`src/rtl/lz77_pkg.sv`:
```
// Shared types for the LZ77 encode scheduler: FSM state encoding and the codeword record.
package lz77_pkg;

  typedef enum logic [2:0] {
    ST_IDLE  = 3'd0,
    ST_CRST  = 3'd1,
    ST_LOAD  = 3'd2,
    ST_ENC   = 3'd3,
    ST_DRAIN = 3'd4,
    ST_ABORT = 3'd5
  } state_e;

  localparam int SRC_W  = 2;
  localparam int OFF_W  = 4;
  localparam int LEN_W  = 3;
  localparam int CHAR_W = 8;

  localparam logic [CHAR_W-1:0] END_CHAR = 8'h24;

  typedef struct packed {
    logic [SRC_W-1:0]  src;
    logic [OFF_W-1:0]  offset;
    logic [LEN_W-1:0]  match_len;
    logic [CHAR_W-1:0] char_nxt;
    logic              last;
  } codeword_t;

endpackage

```
`src/rtl/lz77_cw_fifo.sv`:
```
// Synchronous codeword FIFO; a push into a full FIFO is dropped and latches a sticky overflow flag.
module lz77_cw_fifo
  import lz77_pkg::*;
#(
  parameter int DEPTH = 8
) (
  input  logic      clk,
  input  logic      reset,
  input  logic      push,
  input  codeword_t push_cw,
  input  logic      pop,
  output codeword_t head_cw,
  output logic      empty,
  output logic      ovf
);

  localparam int AW = $clog2(DEPTH);

  codeword_t      mem_r [DEPTH];
  logic [AW:0]    wr_ptr_r;
  logic [AW:0]    rd_ptr_r;
  logic           ovf_r;
  logic           full_s;
  logic           do_pop_s;
  logic           do_push_s;

  assign empty     = (wr_ptr_r == rd_ptr_r);
  assign full_s    = (wr_ptr_r[AW] != rd_ptr_r[AW]) && (wr_ptr_r[AW-1:0] == rd_ptr_r[AW-1:0]);
  assign do_pop_s  = pop && !empty;
  // A full FIFO still takes a push when the head leaves in the same cycle.
  assign do_push_s = push && (!full_s || do_pop_s);
  assign head_cw   = mem_r[rd_ptr_r[AW-1:0]];
  assign ovf       = ovf_r;

  // Pointer and overflow-flag update.
  always_ff @(posedge clk) begin
    if (reset) begin
      wr_ptr_r <= '0;
      rd_ptr_r <= '0;
      ovf_r    <= 1'b0;
    end else begin
      if (do_push_s) wr_ptr_r <= wr_ptr_r + (AW+1)'(1);
      if (do_pop_s)  rd_ptr_r <= rd_ptr_r + (AW+1)'(1);
      if (push && !do_push_s) ovf_r <= 1'b1;
    end
  end

  // Entry storage.
  always_ff @(posedge clk) begin
    if (do_push_s) mem_r[wr_ptr_r[AW-1:0]] <= push_cw;
  end

endmodule

```
`src/rtl/lz77_encode_scheduler.sv`:
```
// Round-robin scheduler sharing one LZ77 encoder core between NREQ frame sources.
// Optional ENC-phase watchdog enabled by defining LZ77_SCHED_TIMEOUT_EN.
module lz77_encode_scheduler
  import lz77_pkg::*;
#(
  parameter int NREQ      = 2,
  parameter int FRAME_LEN = 2048,
  parameter int OUT_DEPTH = 8,
  parameter int TMO_CYC   = 8192
) (
  input  logic            clk,
  input  logic            reset,
  input  logic [NREQ-1:0] req,
  output logic [NREQ-1:0] gnt,
  input  logic [7:0]      in_data,
  input  logic            in_valid,
  output logic            in_ready,
  output logic            core_reset,
  output logic [7:0]      core_chardata,
  input  logic            core_valid,
  input  logic [3:0]      core_offset,
  input  logic [2:0]      core_match_len,
  input  logic [7:0]      core_char_nxt,
  input  logic            core_finish,
  output logic            out_valid,
  input  logic            out_ready,
  output logic [1:0]      out_src,
  output logic [3:0]      out_offset,
  output logic [2:0]      out_match_len,
  output logic [7:0]      out_char,
  output logic            out_last,
  output logic            busy,
  output logic            err,
  output logic            ovf
);

  localparam int CNT_W = $clog2(FRAME_LEN);
  localparam logic [CNT_W-1:0] LAST_CNT = CNT_W'(FRAME_LEN - 1);

  state_e           state_r, state_s;
  logic [NREQ-1:0]  gnt_r;
  logic [SRC_W-1:0] src_r, rr_ptr_r, win_idx_s, idx_s;
  logic [3:0]       req4_s;
  logic             win_found_s;
  logic [CNT_W-1:0] cnt_r;
  logic [7:0]       chardata_r;
  logic             tmo_hit_s, fifo_empty_s, push_s;
  codeword_t        push_cw_s, head_cw_s;

  // Round-robin search: first requester at or after the pointer.
  always_comb begin
    req4_s      = 4'(req);
    win_found_s = 1'b0;
    win_idx_s   = '0;
    idx_s       = '0;
    for (int k = 0; k < NREQ; k++) begin
      idx_s = SRC_W'((int'(rr_ptr_r) + k) % NREQ);
      if (!win_found_s && req4_s[idx_s]) begin
        win_found_s = 1'b1;
        win_idx_s   = idx_s;
      end else begin
        win_found_s = win_found_s;
      end
    end
  end

  // Next-state logic.
  always_comb begin
    state_s = state_r;
    case (state_r)
      ST_IDLE:  if (win_found_s) state_s = ST_CRST; else state_s = ST_IDLE;
      ST_CRST:  state_s = ST_LOAD;
      ST_LOAD: begin
        if (!in_valid)              state_s = ST_ABORT;
        else if (cnt_r == LAST_CNT) state_s = ST_ENC;
        else                        state_s = ST_LOAD;
      end
      ST_ENC: begin
        if (core_finish)    state_s = ST_DRAIN;
        else if (tmo_hit_s) state_s = ST_ABORT;
        else                state_s = ST_ENC;
      end
      ST_DRAIN: if (fifo_empty_s) state_s = ST_IDLE; else state_s = ST_DRAIN;
      ST_ABORT: state_s = ST_IDLE;
      default:  state_s = ST_IDLE;
    endcase
  end

  // State, grant, pointer and char-path registers.
  always_ff @(posedge clk) begin
    if (reset) begin
      state_r    <= ST_IDLE;
      gnt_r      <= '0;
      src_r      <= '0;
      rr_ptr_r   <= '0;
      cnt_r      <= '0;
      chardata_r <= 8'h00;
    end else begin
      state_r <= state_s;
      if (state_r == ST_IDLE && win_found_s) begin
        gnt_r    <= {{(NREQ-1){1'b0}}, 1'b1} << win_idx_s;
        src_r    <= win_idx_s;
        rr_ptr_r <= SRC_W'((int'(win_idx_s) + 1) % NREQ);
      end else if (state_s == ST_IDLE || state_s == ST_ABORT) begin
        gnt_r <= '0;
      end
      if (state_r == ST_CRST) begin
        cnt_r <= '0;
      end else if (state_r == ST_LOAD && in_valid) begin
        cnt_r      <= cnt_r + CNT_W'(1);
        chardata_r <= in_data;
      end
    end
  end

`ifdef LZ77_SCHED_TIMEOUT_EN
  localparam int TMO_W = $clog2(TMO_CYC + 1);
  logic [TMO_W-1:0] tmo_cnt_r;

  // Cycles spent in ENC waiting for core_finish.
  always_ff @(posedge clk) begin
    if (reset)                  tmo_cnt_r <= '0;
    else if (state_r == ST_ENC) tmo_cnt_r <= tmo_cnt_r + TMO_W'(1);
    else                        tmo_cnt_r <= '0;
  end

  assign tmo_hit_s = (state_r == ST_ENC) && (tmo_cnt_r == TMO_W'(TMO_CYC - 1));
`else
  // Without the watchdog ENC never times out; the comparison is constant false.
  assign tmo_hit_s = (TMO_CYC < 0);
`endif

  assign push_s    = (state_r == ST_ENC) && core_valid;
  assign push_cw_s = {src_r, core_offset, core_match_len, core_char_nxt, (core_char_nxt == END_CHAR)};

  lz77_cw_fifo #(.DEPTH(OUT_DEPTH)) u_fifo (
    .clk     (clk),
    .reset   (reset),
    .push    (push_s),
    .push_cw (push_cw_s),
    .pop     (out_ready),
    .head_cw (head_cw_s),
    .empty   (fifo_empty_s),
    .ovf     (ovf)
  );

  assign gnt           = gnt_r;
  assign core_chardata = chardata_r;
  assign in_ready      = (state_r == ST_LOAD);
  assign core_reset    = !(state_r == ST_LOAD || state_r == ST_ENC);
  assign busy          = (state_r != ST_IDLE);
  assign err           = (state_r == ST_ABORT);
  assign out_valid     = !fifo_empty_s;
  assign out_src       = head_cw_s.src;
  assign out_offset    = head_cw_s.offset;
  assign out_match_len = head_cw_s.match_len;
  assign out_char      = head_cw_s.char_nxt;
  assign out_last      = head_cw_s.last;

endmodule

```
`config.mk`:
```
export PLATFORM = sky130hd
export DESIGN_NAME = lz77_encode_scheduler
export DESIGN_NICKNAME = d
export VERILOG_FILES = /design/src/rtl/lz77_pkg.sv /design/src/rtl/lz77_cw_fifo.sv /design/src/rtl/lz77_encode_scheduler.sv
export SDC_FILE = /design/constraint.sdc
export NUM_CORES = 1
export LEC_CHECK = 0
export ABC_CLOCK_PERIOD_IN_PS = 2200
export CAP_MARGIN = 20
export CORE_MARGIN = 8
export CORE_UTILIZATION = 40
export CTS_CLUSTER_DIAMETER = 150
export DETAILED_ROUTE_END_ITERATION = 16
export HOLD_SLACK_MARGIN = 0.12
export PLACE_DENSITY = 0.66
export SLEW_MARGIN = 20
export SYNTH_ARGS = -nofsm -noshare
export SYNTH_HDL_FRONTEND = slang
export SYNTH_SLANG_ARGS = --single-unit
```
`constraint.sdc`:
```
create_clock -name clk -period 2.2 [get_ports clk]
set_input_delay 0.66 -clock clk [delete_from_list [all_inputs] [get_ports clk]]
set_output_delay 0.66 -clock clk [all_outputs]
set_load 0.02 [all_outputs]
```
Word-level counts from Yosys, hierarchy flattened:

Memory sizes are Yosys's and may differ from the RTL's. A register that Yosys moved wholly into a read port is not among the register bits.
Index checks and enable logic that the tools add are counted.
Widths: inputs -> output; s select.

* add/sub/neg operators: 5
* bitwise gates (word level): 2
* reductions and logical operators: 22
* muxes and demuxes: 20
* divide/modulo/power cells: 0
* order comparisons: 2
* equality and inequality tests: 11
* shifts and indexed selects: 1
* multiply operators: 0

Operators by type and width (number)
* $mux 3: 5
* $pmux 3 s5: 1
* $add 11x1->11 const B: 1
* $eq 11x11->1 const B: 1
* $mux 1: 10
* $eq 3x3->1 const B: 3
* $add 4x1->4 const B: 2
* $eq 8x6->1 const B: 1
* $logic_and 1x1->1: 8
* $eq 3x2->1 const B: 2
* $logic_not 3->1: 2
* $mux 2: 3
* $logic_not 1->1: 5
* $eq 4x4->1: 1
* $eq 3x1->1 const B: 1
* $eq 3x3->1: 1
* $logic_or 1x1->1: 3
* $lt 1x3->1 const B: 1
* $lt 2x3->1 const B: 1
* $reduce_bool 3->1: 1
* $add 1x1->1 const B: 2
* $bmux 1 s2: 1
* $reduce_and 2->1: 1
* $reduce_bool 2->1: 1
* other kinds (5): 5

* logic and storage cells: 73
* output and inout port bits: 34
* memories: 1
* latch bits: 0
* input port bits: 31
* ROM bits: 0
* RAM bits: 144
* bits in registers: 36

Memory list
* u_fifo.mem_r: words 8, width 18, rd ports 1, clocked after memory_dff 1, write ports 1, RTL line lz77_cw_fifo.sv:19 `codeword_t mem_r [DEPTH];`

Depth between registers and ports, before layout:

Gate-level depths: netlist of the first run.

* word-level depth: 12
* mapped depth: 6
* gate-level depth less buffers: 5

Hierarchy:

From an unflattened synthesis of the first run, not the netlist that was laid out.

* cells, all modules: 443
* area total of the unflattened synthesis: 7293.2 um2

By module, submodules not included
* lz77_cw_fifo: area each 6064.6 um2, times used 1, cells each 294, sequential area each 4564.4 um2
* lz77_encode_scheduler: area each 1228.7 um2, times used 1, cells each 149, sequential area each 520.5 um2

Least setup slack after synthesis of the first run:

OpenSTA, ideal clock, no wires.

* path type: input -> register
* from: input port core_valid
* to: memory u_fifo.mem_r[6][0] (netlist name), enable pin
* arrival: 1.746 ns
* slack: 0.079 ns
* required time: 1.825 ns
* buffers on the path: 0
* setup time: 0.375 ns
* stages on the path: 3
* cell sequence: and4b_1 -> a21boi_4 -> and4b_1

* cells in the longest elaborated chain, start to end: 4

RTL lines
* start: declaration: RTL line lz77_encode_scheduler.sv:20 `input logic core_valid,`
* $logic_and 1x1->1: RTL line lz77_encode_scheduler.sv:133 `assign push_s = (state_r == ST_ENC) && core_valid;`
* $logic_and 1x1->1: RTL line lz77_cw_fifo.sv:31 `assign do_push_s = push && (!full_s || do_pop_s);`
* $mux 1: RTL line lz77_cw_fifo.sv:50 `if (do_push_s) mem_r[wr_ptr_r[AW-1:0]] <= push_cw;`
* $mux 1 (implied by the code): RTL line lz77_cw_fifo.sv:50
* end: declaration: RTL line lz77_cw_fifo.sv:19

Every way passes these cells.

==> results of run 1 <==
[timing repair]
item,CTS,global route
gates resized for setup,130,4
hold buffers,0,0
setup buffers,3,0
endpoints found under the setup margin,22,21
gates cloned,2,0
[registers in the layout, indices dropped and copies added (netlist names), named ones only]
register and flops:
cnt_r 11, core_chardata 8, gnt 2, rr_ptr_r 1
src_r 1, state_r 3, u_fifo.mem_r 136, u_fifo.ovf 1
u_fifo.rd_ptr_r 4, u_fifo.wr_ptr_r 4
[cells in the mapped netlist (2+ instances only)]
cell      instances
edfxtp_1        136
dfxtp_1          38
mux4_2           34
nor2_1           27
nand2_1          25
mux2_2           18
a21oi_1          16
xor2_1           10
inv_1             9
nand4_1           9
buf_2             7
a31oi_1           6
and3_1            6
and4b_1           5
buf_4             5
buf_6             5
clkbuf_1          5
nand3_1           5
o21ai_0           5
xnor2_1           5
and4_1            3
ha_1              3
and2_1            2
mux2_1            2
mux2i_1           2
nand2b_1          2
nand3b_1          2
nor2b_1           2
or2_2             2
or3_1             2
[power by group]
| part | switching (uW) | internal [uW] |
|---|---|---|
| combinational | 198 | 212 |
| sequential | 30.6 | 3560 |
| clock | 1240 | 1800 |
| total | 1470 | 5580 |
[worst register-to-register path, cell delays in order, from the launching register on]
cell	delay, ns
dfxtp_1	0.37
buf_4	0.18
and4b_1	0.28
buf_4	0.14
nand4_1	0.11
a21oi_2	0.32
buf_4	0.23
[cell usage in the layout (no fill, tap or decap), drive strengths merged, types with 2 or more instances in the layout]
master and n:
and4 3, edfxtp 136, buf 53, mux2 20
inv 14, nand2b 2, or3 2, a21oi 17
and2 2, a31oi 6, ha 3, clkbuf 17
nand4 9, bufinv 3, o21ai 5, and4b 5
clkinvlp 2, mux2i 2, nor2b 2, clkdlybuf4s50 41
dfxtp 38, mux4 34, or2 2, nand3 5
nand3b 2, clkinv 5, dlygate4sd2 4, nand2 25
nor2 27, and3 7, xnor2 5, a2111oi 2
xor2 10
[cell type report]
cell class                      count  area [um^2]  share of cell area
Sequential cell                   174         4850               0.543
Multi-Input combinational cell    211         2060               0.230
Timing Repair Buffer               99         1100               0.123
Clock buffer                       17          425              0.0477
Tap cell                          225          282              0.0315
Clock inverter                     15          184              0.0206
Inverter                            9         33.8             0.00378
[stage by stage]
stage | util | setup slack (ns)
floorplan | - | 0.0792
global placement | 0.475 | -0.391
detailed placement | 0.475 | -0.412
CTS | 0.521 | -0.495
global route | 0.518 | -0.471
finish | 0.518 | -0.403
[layer usage]
layer	up-vias	track usage	part of all wire
li1	1812	-	-
met1	1972	0.154	0.43
met2	66	0.230	0.52
met3	6	0.0398	0.044
met4	0	0.0342	0.0055
met5	-	0	0
[cell families (layout without fill, tap and decap cells)]
group / Yosys count / count (layout) / share of synthesized area
AND/OR/NAND/NOR: 97 / 97 / 0.0736
AO/OA/AOI/OAI: 39 / 39 / 0.0401
multiplexers: 56 / 56 / 0.144
other: 1 / 1 / 0.000534
flip-flops: 174 / 174 / 0.690
adder cells (fa/ha/maj): 3 / 3 / 0.00535
buffers and inverters: 33 / 140 / 0.0271
XOR/XNOR: 15 / 15 / 0.0187
[how the worst max path moves through the flow]
stage | from | to | slack, ns | depth (start not counted)
global placement | flip-flop | out_char[0] | -0.39 | 4
global route | flip-flop | out_offset[0] | -0.47 | 4
CTS | flip-flop | out_src[0] | -0.50 | 5
finish | flip-flop | out_offset[0] | -0.40 | 4
detailed placement | flip-flop | out_last | -0.41 | 4
floorplan | core_valid | u_fifo.mem_r[6][0] | 0.08 | 3
==> out/results.tsv, run 1 <==
stage	metric	value	unit
status	outcome	finished with violations	
status	violated checks	setup timing	
setup_path	R2R Setup Slk	0.28	ns
yosys	Synth Cell Area	0.00702	mm^2
die	starting density of the core	0.407	
final_layout	design area	0.00893	mm^2
yosys	register area share after synthesis	0.690	
setup_path	CP max stage cell	mux4_2	
setup_path	worst r2r path cells	6	
run	Max-Cap Viols	0	
setup_path	RR Startpoint	state_r[2]	
sta	final hold slack	0.458	ns
power_and_ir_drop	PwrDens	790	mW/mm^2
route	WL final	13900	um
final_layout	ANT cells	0	
yosys	Post-synth ARST share	0	
yosys	Avg Cell Area, Syn	16.8	um^2
setup_path	crit-path cells	buf_12 > mux4_2 > mux2_4 > buf_6	
route	wire per inst	18.5	um
global_route	total grt overflow	0	
yosys	Yosys reg bits	174	
die	die area	0.0220	mm^2
setup_path	peak fanout along the critical path	6	
die	Die Y-Extent	148	um
min_path	HP Start	core_chardata[2]	
min_path	hold path depth	2	
die	Ports	65	
setup_path	delay-heaviest family, CP	multiplexers	
setup_path	Worst Path Buf+Inv	2	
clocking	worst-case clock buffer depth	2	
setup_path	RR Endpoint	u_fifo.mem_r[7][14]	
global_route	via count of the first global-routing pass	4174	
clocking	Max H-tree Level	4	
sta	Setup TNS	-6.36	ns
clocking	Sink Count	174	
setup_path	Required @ worst endpoint	1.54	ns
die	Core ar.	0.0172	mm^2
final_layout	Area Overhead vs Synth	27.2	%
yosys	Synth Warn #	0	
global_route	first-pass GRT wire length	22100	um
sta	fin worst setup slack	-0.403	ns
clocking	Worst-path clk slew	0.07	ns
clocking	CTS tree	done	
route	DR vias	3856	
min_path	Hold EP	core_chardata[2]	
final_layout	share of cells above drive strength 1	0.291	
final_layout	fillers	1395	
yosys	EDFF count, synth	136	
sta	skew final	0.0107	ns
die	Rows	48	
route	TritonRoute pass-1 iters	4	
setup_path	CP max stage delay	0.52	ns
global_route	Overall Global Routing Usage	0.132	
route	Vias/cell	5.14	
die	die width	148	um
final_layout	Finished Layout Cells	750	
power_and_ir_drop	worst vdd rail ir drop	625	uV
yosys	Synth area leaders	edfxtp_1 (58%), mux4_2 (11%), dfxtp_1 (11%)	
route	initial detailed-routing violation count	243	
sta	Period minus WS final	2.60	ns
sta	final setup fails	17	
min_path	Hold Crit Class	flip-flop to flip-flop	
placed_design	Placed Area	0.00819	mm^2
placed_design	hpwl dp	8730	um
yosys	Synth Instances	418	
route	Final ANT Viol Nets	0	
placed_design	Cells after DPL	716	
setup_path	critical path class	flip-flop to output pin	
clocking	Clk Latency, worst-skew pair	0.41	ns
route	DRC errors left	0	
global_route	largest net degree at the start of global routing	29	
placed_design	IO Port Bufs	63	
placed_design	final RePlAce weighted congestion	0.779	
setup_path	Startpoint Class	flip-flop	
yosys	Synth cell types	50	
power_and_ir_drop	LEAKAGE	0.00300	uW
clocking	TritonCTS Buffers	17	
sta	Final period util	1.18	
yosys	post-synth top area cell	edfxtp_1	
sta	Fin. Hold Viols	0	
yosys	ys flop type	edfxtp_1	
sta	FMAX	0.384	GHz
clocking	clock root buffer	clkbuf_16	
global_route	initial antenna violation count	0	
power_and_ir_drop	Design Power	7050	uW
sta	fin. max-slew vios	0	
sta	unrepaired setup endpoints after global routing	true	
yosys	top cell type's share of synthesized area	0.582	
setup_path	worst path arrival time	1.94	ns
yosys	Post-Syn Nets	452	
final_layout	Final nets	546	
setup_path	critical path endpoint category	output pin	
Note: power is estimated with default switching activity, not from simulation.
==> inputs of run 2 (changes only) <==
Settings changed: TNS_END_PERCENT from default to 10.
==> run 2 against run 1 <==
Against the previous run: die area unchanged; first-iteration DRC count decreased by 5.8%; critical path type unchanged; the flow still finishes with violations (setup timing); routed wire length about the same; clock skew up 0.00080 ns; sequential power hardly changed; largest power group unchanged; largest cell class unchanged.
==> out/results.tsv, run 2 (synthesis results as in run 1) <==
stage	metric	value	unit	change
status	outcome	finished with violations		
status	violated checks	setup timing		
clocking	Clk Latency, worst-skew pair	0.41	ns	about the same
die	Die Y-Extent	148	um	unchanged
sta	unrepaired setup endpoints after global routing	true		
sta	skew final	0.0115	ns	+0.000804 ns
power_and_ir_drop	internal power	5570	uW	about the same
route	DRC errors left	0		unchanged
run	Max-Cap Viols	0		unchanged
sta	FMAX	0.384	GHz	about the same
route	Final ANT Viol Nets	0		unchanged
sta	Fin. Hold Viols	0		unchanged
final_layout	share of cells above drive strength 1	0.291		unchanged
clocking	Max H-tree Level	4		unchanged
setup_path	RR Endpoint	u_fifo.mem_r[7][14]		
power_and_ir_drop	sw frac	0.209		about the same
sta	final hold slack	0.458	ns	+0.00000800 ns
sta	Final period util	1.18		about the same
min_path	Hold Crit Class	flip-flop to flip-flop		
setup_path	peak fanout along the critical path	6		unchanged
final_layout	Finished Layout Cells	750		unchanged
clocking	hold buffers post-CTS	0		unchanged
clocking	Worst-path clk slew	0.07	ns	about the same
clocking	worst-case clock buffer depth	2		unchanged
setup_path	critical path endpoint category	output pin		
placed_design	DP Worst Slack	-0.412	ns	unchanged
clocking	Sink Count	174		unchanged
placed_design	Cells after DPL	716		unchanged
route	TritonRoute pass-1 iters	4		unchanged
setup_path	critical path class	flip-flop to output pin		
sta	fin worst setup slack	-0.403	ns	-0.000418 ns
final_layout	most frequent cells in the layout	edfxtp_1 (136), clkdlybuf4s50_1 (41), dfxtp_1 (35)		
setup_path	Startpoint Class	flip-flop		
route	Vias/cell	5.12		-0.34%
clocking	CTS tree	done		
power_and_ir_drop	LEAKAGE	0.00299	uW	-0.46%
global_route	initial antenna violation count	0		unchanged
global_route	via count of the first global-routing pass	4170		-0.096%
power_and_ir_drop	PwrDens	791	mW/mm^2	+0.23%
final_layout	design area	0.00890	mm^2	-0.27%
route	initial detailed-routing violation count	229		-5.8%
placed_design	hpwl dp	8730	um	unchanged
power_and_ir_drop	switching pwr	1470	uW	about the same
setup_path	worst r2r path cells	6		unchanged
die	die area	0.0220	mm^2	unchanged
power_and_ir_drop	Clock Power Share	0.432		about the same
die	Rows	48		unchanged
power_and_ir_drop	worst vdd rail ir drop	624	uV	-0.19%
placed_design	Placed Area	0.00819	mm^2	unchanged
placed_design	IO Port Bufs	63		unchanged
min_path	Hold EP	core_chardata[2]		
final_layout	number of flip-flops in the largest register	136		unchanged
setup_path	Required @ worst endpoint	1.54	ns	about the same
final_layout	Final nets	546		unchanged
clocking	TritonCTS Buffers	17		unchanged
sta	final setup fails	17		unchanged
route	WL final	13900	um	about the same
power_and_ir_drop	share of power burned in combinational logic	0.058		about the same
sta	fin. max-slew vios	0		unchanged
global_route	largest net degree at the start of global routing	29		unchanged
route	wire per inst	18.5	um	about the same
setup_path	R2R Setup Slk	0.28	ns	about the same
min_path	HP Start	core_chardata[2]		
die	starting density of the core	0.407		unchanged
power_and_ir_drop	Reg power frac	0.510		about the same
setup_path	worst path arrival time	1.94	ns	about the same
global_route	Overall Global Routing Usage	0.132		+0.000461
die	Ports	65		unchanged
die	Core ar.	0.0172	mm^2	unchanged
min_path	hold path depth	2		unchanged
die	die width	148	um	unchanged
route	DR vias	3843		-0.34%
final_layout	Area Overhead vs Synth	26.9	%	
final_layout	commonest non-fill, non-tap cell in the layout	edfxtp_1		
sta	Period minus WS final	2.60	ns	+0.000418 ns
final_layout	ANT cells	0		unchanged
clocking	clock root buffer	clkbuf_16		
global_route	total grt overflow	0		unchanged
placed_design	final RePlAce weighted congestion	0.779		unchanged
setup_path	RR Startpoint	state_r[2]		
global_route	first-pass GRT wire length	22200	um	+0.41%
==> run 2: cell count changes in the layout (fill, tap and decap cells not counted) <==
cell    change
mux2_2      +3
mux2_4      -3
buf_2       +2
buf_6       -2
==> run 2: worst max-delay path by stage <==
stage          slack [ns]            endpoint  startpoint
2_1_floorplan        0.08  u_fifo.mem_r[6][0]  core_valid
3_3_place_gp        -0.39         out_char[0]   flip-flop
3_5_place_dp        -0.41            out_last   flip-flop
4_1_cts             -0.50          out_src[0]   flip-flop
5_1_grt             -0.47       out_offset[0]   flip-flop
6_report            -0.40       out_offset[0]   flip-flop
==> run 2: timing repair <==
item	4_1_cts	5_1_grt
resized for setup	107	20
endpoints found under the setup margin	22	21
gates cloned	2	0
setup buffers	3	0
hold endpoints to repair	0	0
==> run 2: worst max-delay path: stages (launching register included) <==
cell and delay, ns:
dfxtp_4 0.42, buf_12 0.15, mux4_2 0.52, mux2_4 0.30, buf_6 0.14
==> run 2: area by class of cell <==
| class | instances | area [um^2] |
|---|---|---|
| fillers | 1401 | 8330 |
| well taps | 225 | 282 |
| flip-flops and latches | 174 | 4850 |
| repair buffers | 99 | 1080 |
| inverters | 9 | 33.8 |
| clock inverters | 15 | 184 |
| multi-input cells | 211 | 2040 |
| clock buffers | 17 | 425 |
==> run 2: per-layer routing <==
metal,part of all wire,up-vias,wire length [um],GRT usage
met3,0.051,7,707,0.0404
li1,-,1810,-,-
met2,0.52,79,7160,0.230
met4,0.0058,0,81,0.0337
met5,0,-,0,0
met1,0.43,1947,5920,0.155
==> run 2: power groups by stage <==
| stage | Sequential, uW | Combinational, uW | Clock, uW |
|---|---|---|---|
| floorplan | 3660 | 207 | 0 |
| global placement | 3660 | 396 | 0 |
| detailed placement | 3660 | 402 | 0 |
| CTS | 3590 | 417 | 3100 |
| global route | 3590 | 444 | 3240 |
| finish | 3590 | 407 | 3050 |
==> run 2: stage by stage <==
stage	total power, uW	setup TNS, ns	util
after floorplan	3860	0	-
after global placement	4050	-34.31	0.475
after detailed placement	4060	-36.19	0.475
after CTS	7110	-7.71	0.517
after global routing	7270	-7.57	0.517
final	7050	-6.40	0.517
==> RTL change 1 (settings of run 2) <==
The parameter `FRAME_LEN` goes from 2048 to 8192.
--- a/src/rtl/lz77_encode_scheduler.sv
+++ b/src/rtl/lz77_encode_scheduler.sv
@@ -6,3 +6,3 @@
   parameter int NREQ      = 2,
-  parameter int FRAME_LEN = 2048,
+  parameter int FRAME_LEN = 8192,
   parameter int OUT_DEPTH = 8,
Formal check against the unedited RTL: same outputs for any inputs over 10 cycles, from zero or initial values and one cycle with reset high; that may be too few to reach the edited logic, so the function may still have changed.
==> RTL change 1 against run 2 <==
- the flow still finishes with violations (setup timing)
- final area is 1.3% higher
- core utilization is 0.68 points higher
- worst hold slack hardly changed
- sequential cell count is 2 higher
- global-route usage is 0.44 points higher
- maximum frequency is 2.8% lower
- synthesized area hardly changed
- total power is 3.4% lower
- critical path depth is 1 higher
- non-clock buffer count is 15 higher
- routed wire length is 2.3% higher
- worst setup slack worse by 0.075 ns
- final cell count is 1.7% higher
- critical endpoint is now out_char[0]
- largest cell class unchanged
- largest power group unchanged
==> RTL change 1: results <==
INSERT INTO impl_metrics (metric_group, metric, value, unit) VALUES
('logic_synthesis', 'synth.yosys.seq_area_share', '69.6', '%'),
('sta', 'finalSetupViolations', '17', ''),
('sta', 'layout_setup_ws', '-0.478', 'ns'),
('power_and_ir_drop', 'power.internal', '5.37', 'mW'),
('route', 'vias_per_cell', '5.11', ''),
('outcome', 'outcome', 'finished, violations left', ''),
('route', 'wl', '14200', 'um'),
('logic_synthesis', 'synth_area_per_cell', '16.8', 'um^2'),
('outcome', 'violations', 'setup timing', ''),
('cells_and_area', 'layout.core_utilization', '52.3', '%'),
('route', 'route.vias.total', '3902', ''),
('worst_setup_path', 'r2r_cells', '7', ''),
('worst_setup_path', 'critPathMaxFanout', '8', ''),
('logic_synthesis', 'synth_fp_nets', '451', ''),
('placed_design', 'dp.cells', '727', ''),
('sta', 'final.setup.tns', '-7.23', 'ns'),
('global_route', 'number_of_global_route_vias_before_repair', '4329', ''),
('power_and_ir_drop', 'power.leakage', '2.98', 'nW'),
('cells_and_area', 'drive_gt1_share', '32.2', '%'),
('sta', 'fin_worst_skew', '0.0121', 'ns');
[RTL change 1: area by class of cell]
class                           count  area share, %
Tap cell                          225           3.12
Clock buffer                       19           4.80
Multi-Input combinational cell    214           23.3
Sequential cell                   176           54.2
Timing Repair Buffer              114           13.2
Inverter                            3          0.125
Clock inverter                     12           1.23
[RTL change 1: worst paths after layout]
check / startpoint / to / slack, ns
min: core_chardata[4]$_SDFFE_PP0P_ / core_chardata[4]$_SDFFE_PP0P_ / 0.46
min reg2reg: core_chardata[4]$_SDFFE_PP0P_ / core_chardata[4]$_SDFFE_PP0P_ / 0.46
max reg2reg: u_fifo.rd_ptr_r[0]$_SDFFE_PP0P_ / u_fifo.mem_r[4][1]$_DFFE_PP_ / 0.17
max: flop / out_char[0] / -0.48
[RTL change 1: logic make-up (layout without fill, tap and decap cells)]
family	after synthesis	in the layout	share of synthesized area, %
other cells	1	1	0.0534
compound gates	36	36	3.63
xor+xnor	19	19	2.69
flops	176	176	69.6
buf+inv	27	148	1.82
simple gates	102	102	7.79
fa+ha+maj	3	3	0.535
mux	53	53	13.9
[RTL change 1: power by group through the flow]
stage	logic, mW	registers, mW	clock network, mW
after floorplan	0.198	3.70	0
after global placement	0.399	3.70	0
after detailed placement	0.408	3.70	0
after CTS	0.416	3.63	2.84
after global routing	0.451	3.63	2.96
final	0.417	3.63	2.76
[RTL change 1: repair_timing]
action / 4_1_cts / 5_1_grt
gates cloned: 2 / 0
endpoints found under the setup margin: 22 / 19
resized for setup: 98 / 18
setup buffers: 2 / 1
pin swaps: 2 / 1
[RTL change 1: per-layer routing]
metal	vias up	GRT usage [%]	part of all wire, %
li1	1833	-	-
met1	1971	16.7	44
met2	84	22.5	50
met3	14	4.95	5.6
met4	0	3.47	0.77
met5	-	0	0
==> RTL change 2 (settings of run 2) <==
Made on the original files. Register the input `core_offset` before use. The logic sees it one clock later. The other inputs are not delayed to match.
--- a/src/rtl/lz77_encode_scheduler.sv
+++ b/src/rtl/lz77_encode_scheduler.sv
@@ -38,2 +38,8 @@
   localparam logic [CNT_W-1:0] LAST_CNT = CNT_W'(FRAME_LEN - 1);
+
+  logic [3:0] core_offset_q;
+
+  always_ff @(posedge clk) begin
+    core_offset_q <= core_offset;
+  end
 
@@ -133,3 +139,3 @@
   assign push_s    = (state_r == ST_ENC) && core_valid;
-  assign push_cw_s = {src_r, core_offset, core_match_len, core_char_nxt, (core_char_nxt == END_CHAR)};
+  assign push_cw_s = {src_r, core_offset_q, core_match_len, core_char_nxt, (core_char_nxt == END_CHAR)};
 
Function: same outputs for any inputs over 10 cycles, from zero or initial values and one cycle with reset high; that may be too few to reach the edited logic, so the function may still have changed.
==> RTL change 2 against run 2 <==
- the flow still finishes with violations (setup timing)
- critical path depth increased by 1
- final area increased by 0.20%
- worst hold slack got worse by 0.0014 ns
- total power increased by 1.9%
- synthesized area increased by 0.77%
- non-clock buffer count decreased by 1
- sequential power increased by 2%
- die area increased by 0.68%
- clock skew about the same
- worst setup slack got worse by 0.059 ns
- global-route usage increased by 0.27 points
- sequential cell count increased by 4
- routed wire length increased by 1.8%
- sequential share of layout area increased by 0.79 points
- largest power group unchanged
==> RTL change 2: results <==
INSERT INTO impl_metrics (metric_group, metric, value, unit) VALUES
('cells_and_area', 'area_growth', '26.2', '%'),
('outcome', 'violations', 'setup timing', ''),
('logic_synthesis', 'synth_fp_nets', '453', ''),
('cells_and_area', 'drive_gt1_share', '28.4', '%'),
('logic_synthesis', 'synth.distinct_cells', '52', ''),
('placed_design', 'hpwlAfterDp', '8570', 'um'),
('logic_synthesis', 'synth_area_per_cell', '16.9', 'um^2'),
('sta', 'final.setup.tns', '-6.89', 'ns'),
('clock_tree', 'insertion_delay_to_the_later_sink_of_the_worst_skew_pair', '0.43', 'ns'),
('global_route', 'grt_pass1_wl', '22900', 'um'),
('placed_design', 'dp.cells', '715', ''),
('sta', 'finalSetupViolations', '18', ''),
('worst_setup_path', 'timing.critical_path.arrival', '2.00', 'ns'),
('sta', 'layout_setup_ws', '-0.462', 'ns'),
('global_route', 'grt_usage', '13.5', '%'),
('placed_design', 'pre_cts_slack', '-0.411', 'ns'),
('sta', 'fin_worst_skew', '0.0115', 'ns'),
('outcome', 'outcome', 'finished, violations left', ''),
('global_route', 'grt.met3_usage', '4.10', '%'),
('route', 'vias_per_cell', '5.18', '');
RTL change 2: cell count changes after synthesis, sizes merged, moves of 3 or more:
cell,change
a21oi,+5
a31oi,-5
and3,-4
dfxtp,+4
inv,-3
nand2b,+3
nand3,+4
nor2,-7
nor3,+4
RTL change 2: kinds of logic after synthesis:
group	synth area share (%)
compound gates	3.70
flops	69.7
buf+inv	2.60
other cells	0.0530
fa+ha+maj	0.531
xor+xnor	1.61
simple gates	7.86
mux	14.0
RTL change 2: path summary, 6_finish.rpt:
kind	to	start
worst min register to register	core_chardata[7]$_SDFFE_PP0P_	core_chardata[7]$_SDFFE_PP0P_
worst min-delay path	core_chardata[7]$_SDFFE_PP0P_	core_chardata[7]$_SDFFE_PP0P_
worst max-delay path	out_offset[3]	flop
worst max register to register	u_fifo.mem_r[4][1]$_DFFE_PP_	state_r[0]$_SDFF_PP0_
RTL change 2: critical path: stages (launching register included):
cell                      delay, ns
sky130_fd_sc_hd__dfxtp_4       0.41
sky130_fd_sc_hd__buf_12        0.16
sky130_fd_sc_hd__buf_12        0.11
sky130_fd_sc_hd__mux4_2        0.48
sky130_fd_sc_hd__mux2_4        0.28
sky130_fd_sc_hd__buf_6         0.13
RTL change 2: timing repair:
action / CTS / global route
endpoints found under the setup margin: 22 / 20
gates resized for setup: 96 / 15
endpoints found under the hold margin: 0 / 0
setup buffers: 3 / 0
gates cloned: 2 / 0
RTL change 2: power by group:
group	total, mW	internal, mW	leakage (nW)	switching, mW
clock	3.10	1.73	0.293	1.37
combinational	0.405	0.208	1.10	0.197
sequential	3.67	3.64	1.57	0.0348
total	7.18	5.58	2.97	1.60
RTL change 2: cell type report:
cell class	count	area (um^2)
Clock buffer	17	425
Multi-Input combinational cell	211	2010
Timing Repair Buffer	98	1060
Clock inverter	15	190
Fill cell	1430	8380
Sequential cell	178	4930
Tap cell	225	282
Inverter	6	22.5
RTL change 2: layer usage:
| metal | up-vias | wire length (um) |
|---|---|---|
| met5 | - | 0 |
| met4 | 0 | 201 |
| met3 | 17 | 809 |
| met2 | 104 | 6910 |
| met1 | 1932 | 6200 |
| li1 | 1829 | - |
